### config.mk
export PLATFORM = sky130hd
export DESIGN_NAME = regfile_write_buffer
export DESIGN_NICKNAME = d
export VERILOG_FILES = /design/src/rtl/regfile_write_buffer.sv
export SDC_FILE = /design/constraint.sdc
export NUM_CORES = 1
export LEC_CHECK = 0
export BUFFER_PORTS_ARGS = -buffer_cell sky130_fd_sc_hd__buf_2
export CORE_MARGIN = 2
export CORE_UTILIZATION = 58
export CTS_CLUSTER_SIZE = 20
export DETAILED_ROUTE_END_ITERATION = 8
export MAX_ROUTING_LAYER = met4
export PLACE_DENSITY = 0.82
export SLEW_MARGIN = 20
export SYNTH_ARGS = -nofsm -noshare
export SYNTH_HDL_FRONTEND = slang
export SYNTH_SLANG_ARGS = --single-unit
### constraint.sdc
create_clock -name Clk -period 4.2 [get_ports Clk]
set_input_delay 0.84 -clock Clk [delete_from_list [all_inputs] [get_ports Clk]]
set_output_delay 0.84 -clock Clk [all_outputs]
set_load 0.01 [all_outputs]
### src/rtl/regfile_write_buffer.sv
// rtl/regfile_write_buffer.sv - register write queue ahead of RegisterFile with read forwarding (option: WB_COALESCE_EN)
module regfile_write_buffer #(
    parameter int DEPTH = 4,
    parameter int AW    = 5,
    parameter int DW    = 32
) (
    input  logic          Clk,
    input  logic          Rst_n,
    input  logic          WbValid,
    output logic          WbReady,
    input  logic [AW-1:0] WbRegister,
    input  logic [DW-1:0] WbData,
    input  logic          DrainEn,
    output logic [AW-1:0] WriteRegister,
    output logic [DW-1:0] WriteData,
    output logic          RegWrite,
    input  logic [AW-1:0] ReadRegister1,
    input  logic [AW-1:0] ReadRegister2,
    input  logic [DW-1:0] RfReadData1,
    input  logic [DW-1:0] RfReadData2,
    output logic [DW-1:0] ReadData1,
    output logic [DW-1:0] ReadData2,
    output logic          Empty
);

    localparam int PW = $clog2(DEPTH);
    localparam logic [PW-1:0] PTR_ONE   = PW'(1);
    localparam logic [PW:0]   CNT_ONE   = (PW+1)'(1);
    localparam logic [PW:0]   CNT_DEPTH = (PW+1)'(DEPTH);

    logic [AW-1:0] reg_q  [DEPTH];
    logic [DW-1:0] data_q [DEPTH];
    logic [PW-1:0] head_ptr;
    logic [PW-1:0] tail_ptr;
    logic [PW:0]   count;

    logic          not_empty;
    logic          full;
    logic          pop;
    logic          accept;
    logic          push;
    logic          coalesce;
    logic [PW-1:0] youngest_ptr;
    logic [PW-1:0] fwd_idx;

    assign not_empty    = (count != '0);
    assign full         = (count == CNT_DEPTH);
    assign pop          = DrainEn & not_empty;
    assign youngest_ptr = tail_ptr - PTR_ONE;

`ifdef WB_COALESCE_EN
    logic youngest_hit;
    // A full queue can still take a write that lands on its youngest entry;
    // with DEPTH >= 2 that entry is never the head, so readiness stays
    // independent of this cycle's drain.
    assign youngest_hit = not_empty && (reg_q[youngest_ptr] == WbRegister);
    assign WbReady      = !full || youngest_hit;
    // A lone head entry that is popping this edge cannot absorb the new data.
    assign coalesce     = youngest_hit && (WbRegister != '0) && !((count == CNT_ONE) && pop);
`else
    assign WbReady      = !full;
    assign coalesce     = 1'b0;
`endif

    assign accept = WbValid & WbReady;
    // Writes to $0 complete the handshake but are never stored.
    assign push   = accept & (WbRegister != '0) & !coalesce;

    always_ff @(posedge Clk or negedge Rst_n) begin
        if (!Rst_n) begin
            head_ptr <= '0;
            tail_ptr <= '0;
            count    <= '0;
            for (int i = 0; i < DEPTH; i++) begin
                reg_q[i]  <= '0;
                data_q[i] <= '0;
            end
        end else begin
            if (push) begin
                reg_q[tail_ptr]  <= WbRegister;
                data_q[tail_ptr] <= WbData;
                tail_ptr         <= tail_ptr + PTR_ONE;
            end
            if (accept && coalesce) begin
                data_q[youngest_ptr] <= WbData;
            end
            if (pop) begin
                head_ptr <= head_ptr + PTR_ONE;
            end
            case ({push, pop})
                2'b10:   count <= count + CNT_ONE;
                2'b01:   count <= count - CNT_ONE;
                default: count <= count;
            endcase
        end
    end

    assign RegWrite      = pop;
    assign WriteRegister = not_empty ? reg_q[head_ptr]  : '0;
    assign WriteData     = not_empty ? data_q[head_ptr] : '0;
    assign Empty         = !not_empty;

    // Walk oldest to youngest so the last match wins; the head entry is
    // included because the register file only sees it after this edge.
    always_comb begin
        ReadData1 = RfReadData1;
        ReadData2 = RfReadData2;
        fwd_idx   = head_ptr;
        for (int k = 0; k < DEPTH; k++) begin
            fwd_idx = head_ptr + PW'(k);
            if ((PW+1)'(k) < count) begin
                if (reg_q[fwd_idx] == ReadRegister1) begin
                    ReadData1 = data_q[fwd_idx];
                end
                if (reg_q[fwd_idx] == ReadRegister2) begin
                    ReadData2 = data_q[fwd_idx];
                end
            end
        end
        if (ReadRegister1 == '0) begin
            ReadData1 = '0;
        end
        if (ReadRegister2 == '0) begin
            ReadData2 = '0;
        end
    end

endmodule
==> impl_metrics.env <==
export IMPL_drv_slew=0
export IMPL_io_buffers=218
export IMPL_grt_pass1_wl_um=67520
export IMPL_cp_data_arrival_time_ns=3.31
export IMPL_async_reset_ff_share_pct=100.0
export IMPL_synth_edff_count=0
export IMPL_min_period_over_period_pct=98.91
export IMPL_antenna_found_initial=2
export IMPL_fin_skew_ns=0.01152
export IMPL_die_w_um=155.9
export IMPL_die_h_um=155.9
export IMPL_initialDrtViolationCount=1652
export IMPL_post_dp_cell_area_sq_mm=0.01474
export IMPL_yosys_area_share_adder_pct=0.7475
export IMPL_ys_warn_count=0
export IMPL_worst_path_max_delay_cell="dfrtp_4"
export IMPL_cp_max_fo=22
export IMPL_timing_critical_path_max_delay_family="buffers and inverters"
export IMPL_first_global_vias=12340
export IMPL_fmax_mhz=240.7
export IMPL_hpwl_um=29070
export IMPL_io_pins=219
export IMPL_path_common_cell="buf_4"
export IMPL_yosysTopAreaCell="dfrtp_1"
export IMPL_worstSkewPairLatency_ns=0.44
export IMPL_crit_required_ns=3.36
export IMPL_slowest_delay_ns=0.52
export IMPL_finalCriticalPeriod_ns=4.154
export IMPL_avgSynthCellArea_sq_um=10.03
export IMPL_crit_path_end_kind="primary output"
export IMPL_yosysUniqueCellTypes=41
export IMPL_synth_top_area_share_pct=28.97
export IMPL_synthMuxAreaShare_pct=31.75
export IMPL_htreeDepth=4
export IMPL_synth_xor_area_share_pct=2.878
export IMPL_die_area_sq_mm=0.02432
export IMPL_vdd_drop_max_uv=656.3
export IMPL_ys_ff_latch=155
export IMPL_cts_tree="yes"
export IMPL_tightest_slew_ns=0.7692
export IMPL_finalHoldWorstSlack_ns=0.3540
export IMPL_multi_input_area_sq_mm=0.008916
export IMPL_cts_root_buf="clkbuf_16"
export IMPL_clockBufferDepth=2
export IMPL_clk_pin_slew_ns=0.07
export IMPL_viasPerCell=7.164
export IMPL_yosysSeqAreaShare_pct=28.97
export IMPL_area_delta_synth_final_pct=16.65
export IMPL_outcome="finished, final reports clean"
export IMPL_synth_most_common_cell="mux2_2"
export IMPL_setup_viol=0
export IMPL_synth_compound_area_share_pct=19.90
export IMPL_maxCapViolCount=0
export IMPL_wirelength_um=44980
export IMPL_drcViolationCount=0
export IMPL_path_cells="buf_12, mux4_2, xnor2_1, nor4_4, buf_4, buf_4, clkbuf_16, and3_1, o311ai_1, a31oi_1, buf_2"
export IMPL_cts_buffers=17
export IMPL_hold_violations=0
export IMPL_yosys_top_cells_count="mux2_2, dfrtp_1, nand2_1"
export IMPL_syn_area_sq_mm=0.01339
export IMPL_syn_instance_count=1335
export IMPL_num_vias=12900
export IMPL_synth_area_leaders="dfrtp_1, mux2_2, mux4_2, o311ai_1, o21ai_0"
export IMPL_place_congestion=0.9259
export IMPL_avgRoutedWirePerCell_um=24.99
export IMPL_num_fill_cells=1635
export IMPL_relSlewSlack_pct=48.61
export IMPL_synth_simple_area_share_pct=10.32
export IMPL_drive_above_1_share_pct=40.74
export IMPL_finalInstanceArea_sq_mm=0.01562
export IMPL_register_area_sq_mm=0.003886
export IMPL_design_core_area_sq_mm=0.02264
export IMPL_crit_path_start_kind="register"
export IMPL_synth_top_family_by_area="multiplexers"
export IMPL_cts_sinks=155
export IMPL_pre_cts_ws_ns=0.2349
export IMPL_power_leakage_nw=6.576
export IMPL_drtAntennaViolNets=0
export IMPL_grt_max_degree=101
export IMPL_cp_buffers_inverters=5
export IMPL_ys_flop_type="dfrtp_1"
export IMPL_synth_nets=1458
export IMPL_nets=1622
export IMPL_gr_total_overflow=0
export IMPL_min_path_type="input port to asynchronous set/reset pin"
export IMPL_worst_slack_ns=0.04593
export IMPL_rows=55
export IMPL_worstSetupPathType="register to primary output"
export IMPL_initial_core_util_pct=59.14
export IMPL_grt_usage_pct=36.68
export IMPL_drt_pass1_iterations=8
export IMPL_fin_total_pwr_mw=15.25
export IMPL_power_density_mw_per_mm2=976.5
metal layers:
| metal | up-vias | part of all wire [%] | global-route usage [%] |
|---|---|---|---|
| met2 | 992 | 47 | 56.89 |
| li1 | 5473 | - | - |
| met4 | 0 | 4.3 | 16.95 |
| met1 | 6200 | 37 | 45.76 |
| met3 | 230 | 12 | 8.806 |
| met5 | - | 0 | - |
stage by stage:
step | TNS (ns) | instances | util [%]
6_report | 0 | 1800 | 68.99
2_1_floorplan | 0 | 1335 | -
4_1_cts | 0 | 1789 | 68.07
5_1_grt | -0.09913 | 1799 | 68.98
3_3_place_gp | 0 | 1748 | 65.10
3_5_place_dp | 0 | 1748 | 65.10
report_power, final:
part	internal, mW	total (mW)	switching, mW
clock	0.826	1.51	0.688
combinational	4.80	10.6	5.80
sequential	2.28	3.14	0.867
registers in the layout, indices dropped and copies added, names as in the netlist:
| register | flops |
|---|---|
| data_q | 128 |
| tail_ptr | 2 |
| count | 3 |
| reg_q | 20 |
| head_ptr | 2 |
cells in the final DEF (no fill, tap or decap), types with 3 or more instances in the layout:
master / synthesis / layout
diode_2: 0 / 3
buf_4: 1 / 51
nand4_1: 3 / 3
a21oi_1: 35 / 35
and3_1: 62 / 62
nor4_4: 3 / 3
buf_6: 11 / 11
dfrtp_1: 155 / 153
clkinv_2: 0 / 3
inv_1: 8 / 7
inv_6: 0 / 6
buf_2: 39 / 217
nor4_1: 4 / 4
mux2i_1: 40 / 40
nor2_1: 38 / 38
mux2_2: 182 / 182
nand2_2: 0 / 4
o21ai_0: 101 / 100
o22ai_1: 4 / 4
o311ai_1: 63 / 61
ha_1: 8 / 8
nor2b_1: 38 / 37
o211ai_1: 63 / 63
a21boi_1: 3 / 3
mux4_2: 80 / 80
a21boi_0: 60 / 60
buf_12: 0 / 10
a31oi_1: 64 / 62
clkbuf_16: 0 / 19
nand2_1: 109 / 105
clkinv_4: 0 / 4
xor2_1: 17 / 17
or3_1: 3 / 3
xnor2_1: 27 / 26
cell type report:
| class | instances | share of cell area (%) |
|---|---|---|
| clock buffers | 17 | 2.723 |
| diodes | 3 | 0.04806 |
| flip-flops and latches | 155 | 24.88 |
| well taps | 285 | 2.283 |
| clock inverters | 15 | 0.8971 |
| multi-input cells | 1025 | 57.08 |
| inverters | 8 | 0.1922 |
| repair buffers | 292 | 11.90 |
cells by family (layout without fill, tap and decap cells):
kind of cell | Yosys count | count (layout)
buffers and inverters | 155 | 332
DFF | 155 | 155
xor gates and xnor gates | 44 | 44
other | 0 | 3
AOI/OAI and AO/OA | 400 | 400
adders and majority gates | 8 | 8
and+or+nand+nor | 271 | 271
muxes | 302 | 302
what timing repair did:
item / 4_1_cts / 5_1_grt
setup buffers: 9 / 6
pin swaps: 0 / 3
endpoints found under the setup margin: 50 / 52
resized for setup: 6 / 24
hold buffers: 0 / 0
gates cloned: 0 / 2
path summary, 6_finish.rpt:
kind	cells after the start	start	to	slack (ns)
hold reg to reg	1	data_q[46]	data_q[46]	0.54
max in group asynchronous	2	Rst_n	data_q[73]	2.91
setup / recovery	11	head_ptr[0]	ReadData1[11]	0.05
hold / removal	1	Rst_n	data_q[90]	0.35
setup reg to reg	8	count[1]	data_q[19]	1.30
min in group Clk	1	data_q[46]	data_q[46]	0.54
(Power assumes the default switching activity.)
